`src/rtl/fc_ibuf_stream.sv`:
```
// Activation input buffer: fills element vectors beat by beat, then presents them
// one bit-plane at a time (LSB first) as BUS_WIDTH-bit words selected by i_addr.
module fc_ibuf_stream #(
   parameter int DATA_SIZE    = 8,
   parameter int NUM_CHANNELS = 2,
   parameter int FIFO_LENGTH  = 16,
   parameter int BUS_WIDTH    = 16,
   localparam int ELEMS    = NUM_CHANNELS * FIFO_LENGTH,
   localparam int NUM_ADDR = (ELEMS + BUS_WIDTH - 1) / BUS_WIDTH,
   localparam int ADDR_W   = (NUM_ADDR > 1) ? $clog2(NUM_ADDR) : 1,
   localparam int BIT_W    = (DATA_SIZE > 1) ? $clog2(DATA_SIZE) : 1
) (
   input  logic                                   clk,
   input  logic                                   rst,
   input  logic                                   i_valid,
   input  logic                                   i_last,
   input  logic [NUM_CHANNELS-1:0][DATA_SIZE-1:0] i_data,
   output logic                                   o_ready,
   input  logic                                   i_next,
   input  logic                                   i_flush,
   input  logic [ADDR_W-1:0]                      i_addr,
   output logic [BUS_WIDTH-1:0]                   o_data,
   output logic                                   o_plane_valid,
   output logic [BIT_W-1:0]                       o_bit_idx,
   output logic                                   o_last_plane
);

   localparam int BEAT_W = (FIFO_LENGTH > 1) ? $clog2(FIFO_LENGTH) : 1;

   typedef enum logic [0:0] {
      S_FILL  = 1'b0,
      S_PLANE = 1'b1
   } state_t;

   state_t                      state_q, state_d;
   logic [BEAT_W-1:0]           beat_q, beat_d;
   logic [BIT_W-1:0]            bit_idx_q, bit_idx_d;
   logic [DATA_SIZE-1:0]        elem_q [ELEMS];
   logic [DATA_SIZE-1:0]        elem_d [ELEMS];
   logic [BUS_WIDTH-1:0]        data_q;
   logic                        ready_q;
   logic                        plane_valid_q;
   logic                        last_plane_q;
   logic                        accept_s;
   logic                        beat_end_s;
   logic                        plane_end_s;
   logic [NUM_ADDR*BUS_WIDTH-1:0] plane_s;
   logic [BUS_WIDTH-1:0]        word_s;

   // Next-state logic; every entry into FILL clears the elements so a short vector
   // arrives in PLANE with its unwritten tail already zero.
   always_comb begin
      state_d     = state_q;
      beat_d      = beat_q;
      bit_idx_d   = bit_idx_q;
      for (int e = 0; e < ELEMS; e++) begin
         elem_d[e] = elem_q[e];
      end
      accept_s    = (state_q == S_FILL) && i_valid;
      beat_end_s  = i_last || (beat_q == BEAT_W'(FIFO_LENGTH - 1));
      plane_end_s = (bit_idx_q == BIT_W'(DATA_SIZE - 1));

      if (i_flush) begin
         state_d   = S_FILL;
         beat_d    = '0;
         bit_idx_d = '0;
         for (int e = 0; e < ELEMS; e++) begin
            elem_d[e] = '0;
         end
      end else begin
         case (state_q)
            S_FILL: begin
               if (accept_s) begin
                  for (int w = 0; w < FIFO_LENGTH; w++) begin
                     for (int j = 0; j < NUM_CHANNELS; j++) begin
                        elem_d[w*NUM_CHANNELS + j] = (beat_q == BEAT_W'(w)) ?
                           i_data[j] : elem_q[w*NUM_CHANNELS + j];
                     end
                  end
                  if (beat_end_s) begin
                     state_d = S_PLANE;
                     beat_d  = '0;
                  end else begin
                     beat_d  = beat_q + BEAT_W'(1);
                  end
               end else begin
                  beat_d = beat_q;
               end
            end
            S_PLANE: begin
               if (i_next) begin
                  if (plane_end_s) begin
                     state_d   = S_FILL;
                     beat_d    = '0;
                     bit_idx_d = '0;
                     for (int e = 0; e < ELEMS; e++) begin
                        elem_d[e] = '0;
                     end
                  end else begin
                     bit_idx_d = bit_idx_q + BIT_W'(1);
                     for (int e = 0; e < ELEMS; e++) begin
                        elem_d[e] = elem_q[e] >> 1;
                     end
                  end
               end else begin
                  state_d = S_PLANE;
               end
            end
            default: begin
               state_d   = S_FILL;
               beat_d    = '0;
               bit_idx_d = '0;
               for (int e = 0; e < ELEMS; e++) begin
                  elem_d[e] = '0;
               end
            end
         endcase
      end
   end

   // Word select from the plane that will be presented after this edge.
   always_comb begin
      plane_s = '0;
      for (int e = 0; e < ELEMS; e++) begin
         plane_s[e] = elem_d[e][0];
      end
      word_s = '0;
      for (int a = 0; a < NUM_ADDR; a++) begin
         word_s = (i_addr == ADDR_W'(a)) ? plane_s[a*BUS_WIDTH +: BUS_WIDTH] : word_s;
      end
   end

   // State and registered outputs.
   always_ff @(posedge clk) begin
      if (rst) begin
         state_q       <= S_FILL;
         beat_q        <= '0;
         bit_idx_q     <= '0;
         for (int e = 0; e < ELEMS; e++) begin
            elem_q[e] <= '0;
         end
         data_q        <= '0;
         ready_q       <= 1'b1;
         plane_valid_q <= 1'b0;
         last_plane_q  <= 1'b0;
      end else begin
         state_q       <= state_d;
         beat_q        <= beat_d;
         bit_idx_q     <= bit_idx_d;
         for (int e = 0; e < ELEMS; e++) begin
            elem_q[e] <= elem_d[e];
         end
         data_q        <= (state_d == S_PLANE) ? word_s : '0;
         ready_q       <= (state_d == S_FILL);
         plane_valid_q <= (state_d == S_PLANE);
         last_plane_q  <= (state_d == S_PLANE) && (bit_idx_d == BIT_W'(DATA_SIZE - 1));
      end
   end

   assign o_ready       = ready_q;
   assign o_plane_valid = plane_valid_q;
   assign o_bit_idx     = bit_idx_q;
   assign o_last_plane  = last_plane_q;
   assign o_data        = data_q;

endmodule
```
`config.mk`:
```
export PLATFORM = sky130hd
export DESIGN_NAME = fc_ibuf_stream
export DESIGN_NICKNAME = d
export VERILOG_FILES = /design/src/rtl/fc_ibuf_stream.sv
export SDC_FILE = /design/constraint.sdc
export NUM_CORES = 1
export LEC_CHECK = 0
export ABC_AREA = 1
export CAP_MARGIN = 20
export CORE_MARGIN = 1.5
export CORE_UTILIZATION = 60
export CTS_CLUSTER_DIAMETER = 40
export CTS_CLUSTER_SIZE = 40
export DETAILED_ROUTE_END_ITERATION = 16
export DONT_BUFFER_PORTS = 1
export PLACE_DENSITY = 0.76
export SYNTH_ARGS = -nofsm -noshare
export SYNTH_HDL_FRONTEND = slang
export SYNTH_SLANG_ARGS = --single-unit
```
`constraint.sdc`:
```
create_clock -name clk -period 2.7 [get_ports clk]
set_clock_uncertainty 0.2 [all_clocks]
set_input_delay 0.675 -clock clk [delete_from_list [all_inputs] [get_ports clk]]
set_output_delay 0.675 -clock clk [all_outputs]
set_load 0.01 [all_outputs]
```
==> summary.md <==
| Metric | Value |
|---|---|
| Status | `finished clean` |
| Antenna fix cells | `0` |
| Buffers on Ports | `0` |
| Clock Sinks | `282` |
| Crit path max fanout | `32` |
| Vias in the first global route | `11500` |
| Syn Nets | `1792` |
| CTS Buf Count | `38` |
| Total power | `10.2 mW` |
| Post-cts resize count | `0` |
| Switching Share | `22.0%` |
| I/O pins | `45` |
| Vias/cell | `6.32` |
| Gr usage total | `34.0%` |
| Distinct cells, synth | `27` |
| CTS Root Cell | `clkbuf_16` |
| Grt total ovfl | `0` |
| CTS tree | `yes` |
| DIE WIDTH | `148 um` |
| Initial antenna violation count | `0` |
| Synth area leader | `dfxtp_1` |
| Drt wl/cell | `19.0 um` |
| Worst-skew pair later-pin latency | `0.51 ns` |
| Post-route ant nets | `0` |
| Fin util | `69.1%` |
| Crit path required time | `2.93 ns` |
| Seq/Total Area, Yosys | `44.7%` |
| Most frequent cell after synthesis | `nand2_1` |
| R2r setup slk | `0.26 ns` |
| Clock share of power | `54.8%` |
| Post-synth top flop | `dfxtp_1` |
| Pre-antenna DRT Iters | `5` |
| Core Area | `20400 um2` |
| Detailed placer's ending HPWL | `21600 um` |
| HP Class | `input port to flop` |
| Share of flip-flops with an asynchronous set or reset | `0%` |
| H-tree lvl count | `2` |
| Initial Utilization | `61.8%` |
| Max-cap violations | `0` |
| Layout Nets | `1724` |
| # hold bufs at CTS | `0` |
| Final Cycle Share | `90.5%` |
| Setup CP Type | `flop to flop` |
| TNS Setup | `0 ns` |
| Syn-to-layout area delta | `11.9%` |
| Peak supply drop | `898 uV` |
| First-pass GRT wire length | `60500 um` |
| Final hold vios | `0` |
| Final setup fails | `0` |
| Fmax | `0.409 GHz` |
| Pwr dens | `721 nW/um2` |
| RSZ-0062 raised after global routing | `false` |
| R2r startpoint | `o_plane_valid` |
| Mapped Avg Cell Area | `7.16 um2` |
| Psw | `2.24 mW` |
| Via count of the routed design | `12600` |
| Pins Over Slew Limit | `0` |
| Min-delay src | `rst` |
| Std-Cell Rows | `52` |
| Share of layout cells above drive strength 1 | `8.06%` |
| Synthesis-stage register bit count | `282` |
| Drc violations | `0` |
| Clock-pin slew on the worst setup and hold paths | `0.06 ns` |
| Reg2reg end | `elem_q[1][9]` |
| Worst setup SP type | `flop` |
| Synth Cell Area | `12600 um2` |
| Hold Path Stages | `1` |
| Hold EP | `o_bit_idx[2]` |
| Die ar. | `21900 um2` |
| Sequential share of power | `41.2%` |
| Top post-synthesis cells by area | `dfxtp_1 45%, nand3_1 15%, nand2_1 12%, a31oi_1 9.4%, a21oi_1 4.4%` |
| LEAKAGE | `4.57 nW` |
| Die height | `148 um` |
| Minimum clock period | `2.44 ns` |
| Number of flops mapped to enable cells by yosys | `0` |
| Reg2Reg Depth | `6` |
| Critical Path End Type | `flop` |
| Internal power | `7.94 mW` |
| WL final | `37800 um` |
| Placer Congestion | `0.872` |
| CP arrival | `2.67 ns` |
| Gate count of the mapped netlist | `1763` |
| Clk buf depth | `3` |
| Synth Warn # | `0` |
| Relative slew slack | `29.3%` |
| Logic pwr share | `4.0%` |
| Setup repair bufs after CTS | `0` |
| Iter 0 DRT Violations | `1253` |
| Slew @ Worst Pin | `1.06 ns` |
| Post-synth top cells | `406 x nand2_1, 387 x nand3_1, 282 x dfxtp_1, 189 x a31oi_1, 111 x a21oi_1` |
| Pin count of the biggest net entering global routing | `154` |
| Synth top area share | `44.7%` |
-- critical path, stage by stage, from the launching register on --
cell and delay, ns:
dfxtp_1 0.55, nand2_1 0.23, inv_6 0.33, buf_4 0.39, buf_4 0.33, nand3_1 0.11, a31oi_1 0.20
-- area by class of cell --
| cell class | instances | area, um2 |
|---|---|---|
| Inverter | 35 | 141 |
| Fill cell | 1710 | 6310 |
| Sequential cell | 282 | 5650 |
| Clock buffer | 53 | 1110 |
| Multi-Input combinational cell | 1278 | 6110 |
| Timing Repair Buffer | 60 | 463 |
| Clock inverter | 17 | 314 |
| Tap cell | 270 | 338 |
-- per-layer routing --
layer  wire (um)  vias up  global-route usage, %  share of wire [%]
met4        1340        0                   13.6                3.5
met3        3370      106                   5.71                8.9
met2       17400      586                   53.9                 46
met1       15700     5943                   46.3                 42
li1            -     5983                      -                  -
met5           0        -                      0                  0
-- worst max-delay path by stage --
stage | cells past startpoint | endpoint | slack (ns) | startpoint
final | 6 | elem_q[1][9] | 0.26 | o_plane_valid
after global routing | 7 | elem_q[1][45] | 0.09 | beat_q[0]
after CTS | 6 | elem_q[1][9] | 0.32 | o_plane_valid
after detailed placement | 8 | o_data[13] | 0.26 | i_valid
after global placement | 8 | o_data[12] | 0.32 | i_valid
after floorplan | 6 | elem_q[1][33] | 0.69 | rst
-- power groups by stage --
stage	logic [mW]	registers, mW	clock network [mW]
floorplan	0.323	4.28	0
global placement	0.389	4.28	0
detailed placement	0.390	4.29	0
CTS	0.395	4.20	5.60
global route	0.439	4.20	5.81
finish	0.406	4.20	5.58
-- flip-flops by register name, indices dropped and copies added (netlist names) --
name           flops
o_data            16
o_last_plane       1
beat_q             4
o_ready            1
o_bit_idx          3
elem_q           256
o_plane_valid      1
-- cell usage in the layout, fill, tap and decap left out, drive strengths merged --
cell type / count
a21o: 1
nor3: 1
a21oi: 111
or2: 1
a211oi: 1
bufinv: 8
nand4: 12
nand2: 407
nor4: 1
inv: 35
nor2: 119
clkinvlp: 4
buf: 60
a31oi: 189
clkinv: 5
clkbuf: 53
dfxtp: 282
nand3: 388
ha: 6
o21ai: 35
nor3b: 1
a32oi: 5
-- through the flow --
step | hold slack, ns | setup WS (ns) | instances | instance area [um2]
2_1_floorplan | 0.240 | 0.686 | 1763 | 12600
3_3_place_gp | 0.248 | 0.324 | 1925 | 12700
3_5_place_dp | 0.254 | 0.262 | 1925 | 12700
4_1_cts | 0.0198 | 0.324 | 1995 | 14100
5_1_grt | 0.0184 | 0.0933 | 1995 | 14100
6_report | 0.0275 | 0.258 | 1995 | 14100
-- kinds of logic after synthesis --
logic type                 count (synthesis)  synth area share (%)
and+or+nand+nor                          930                  32.1
DFF                                      282                  44.7
AOI/OAI and AO/OA                        342                  15.6
buffers and inverters                    203                  6.89
adders and majority gates                  6                 0.595
Power figures use the tool's default switching activity.
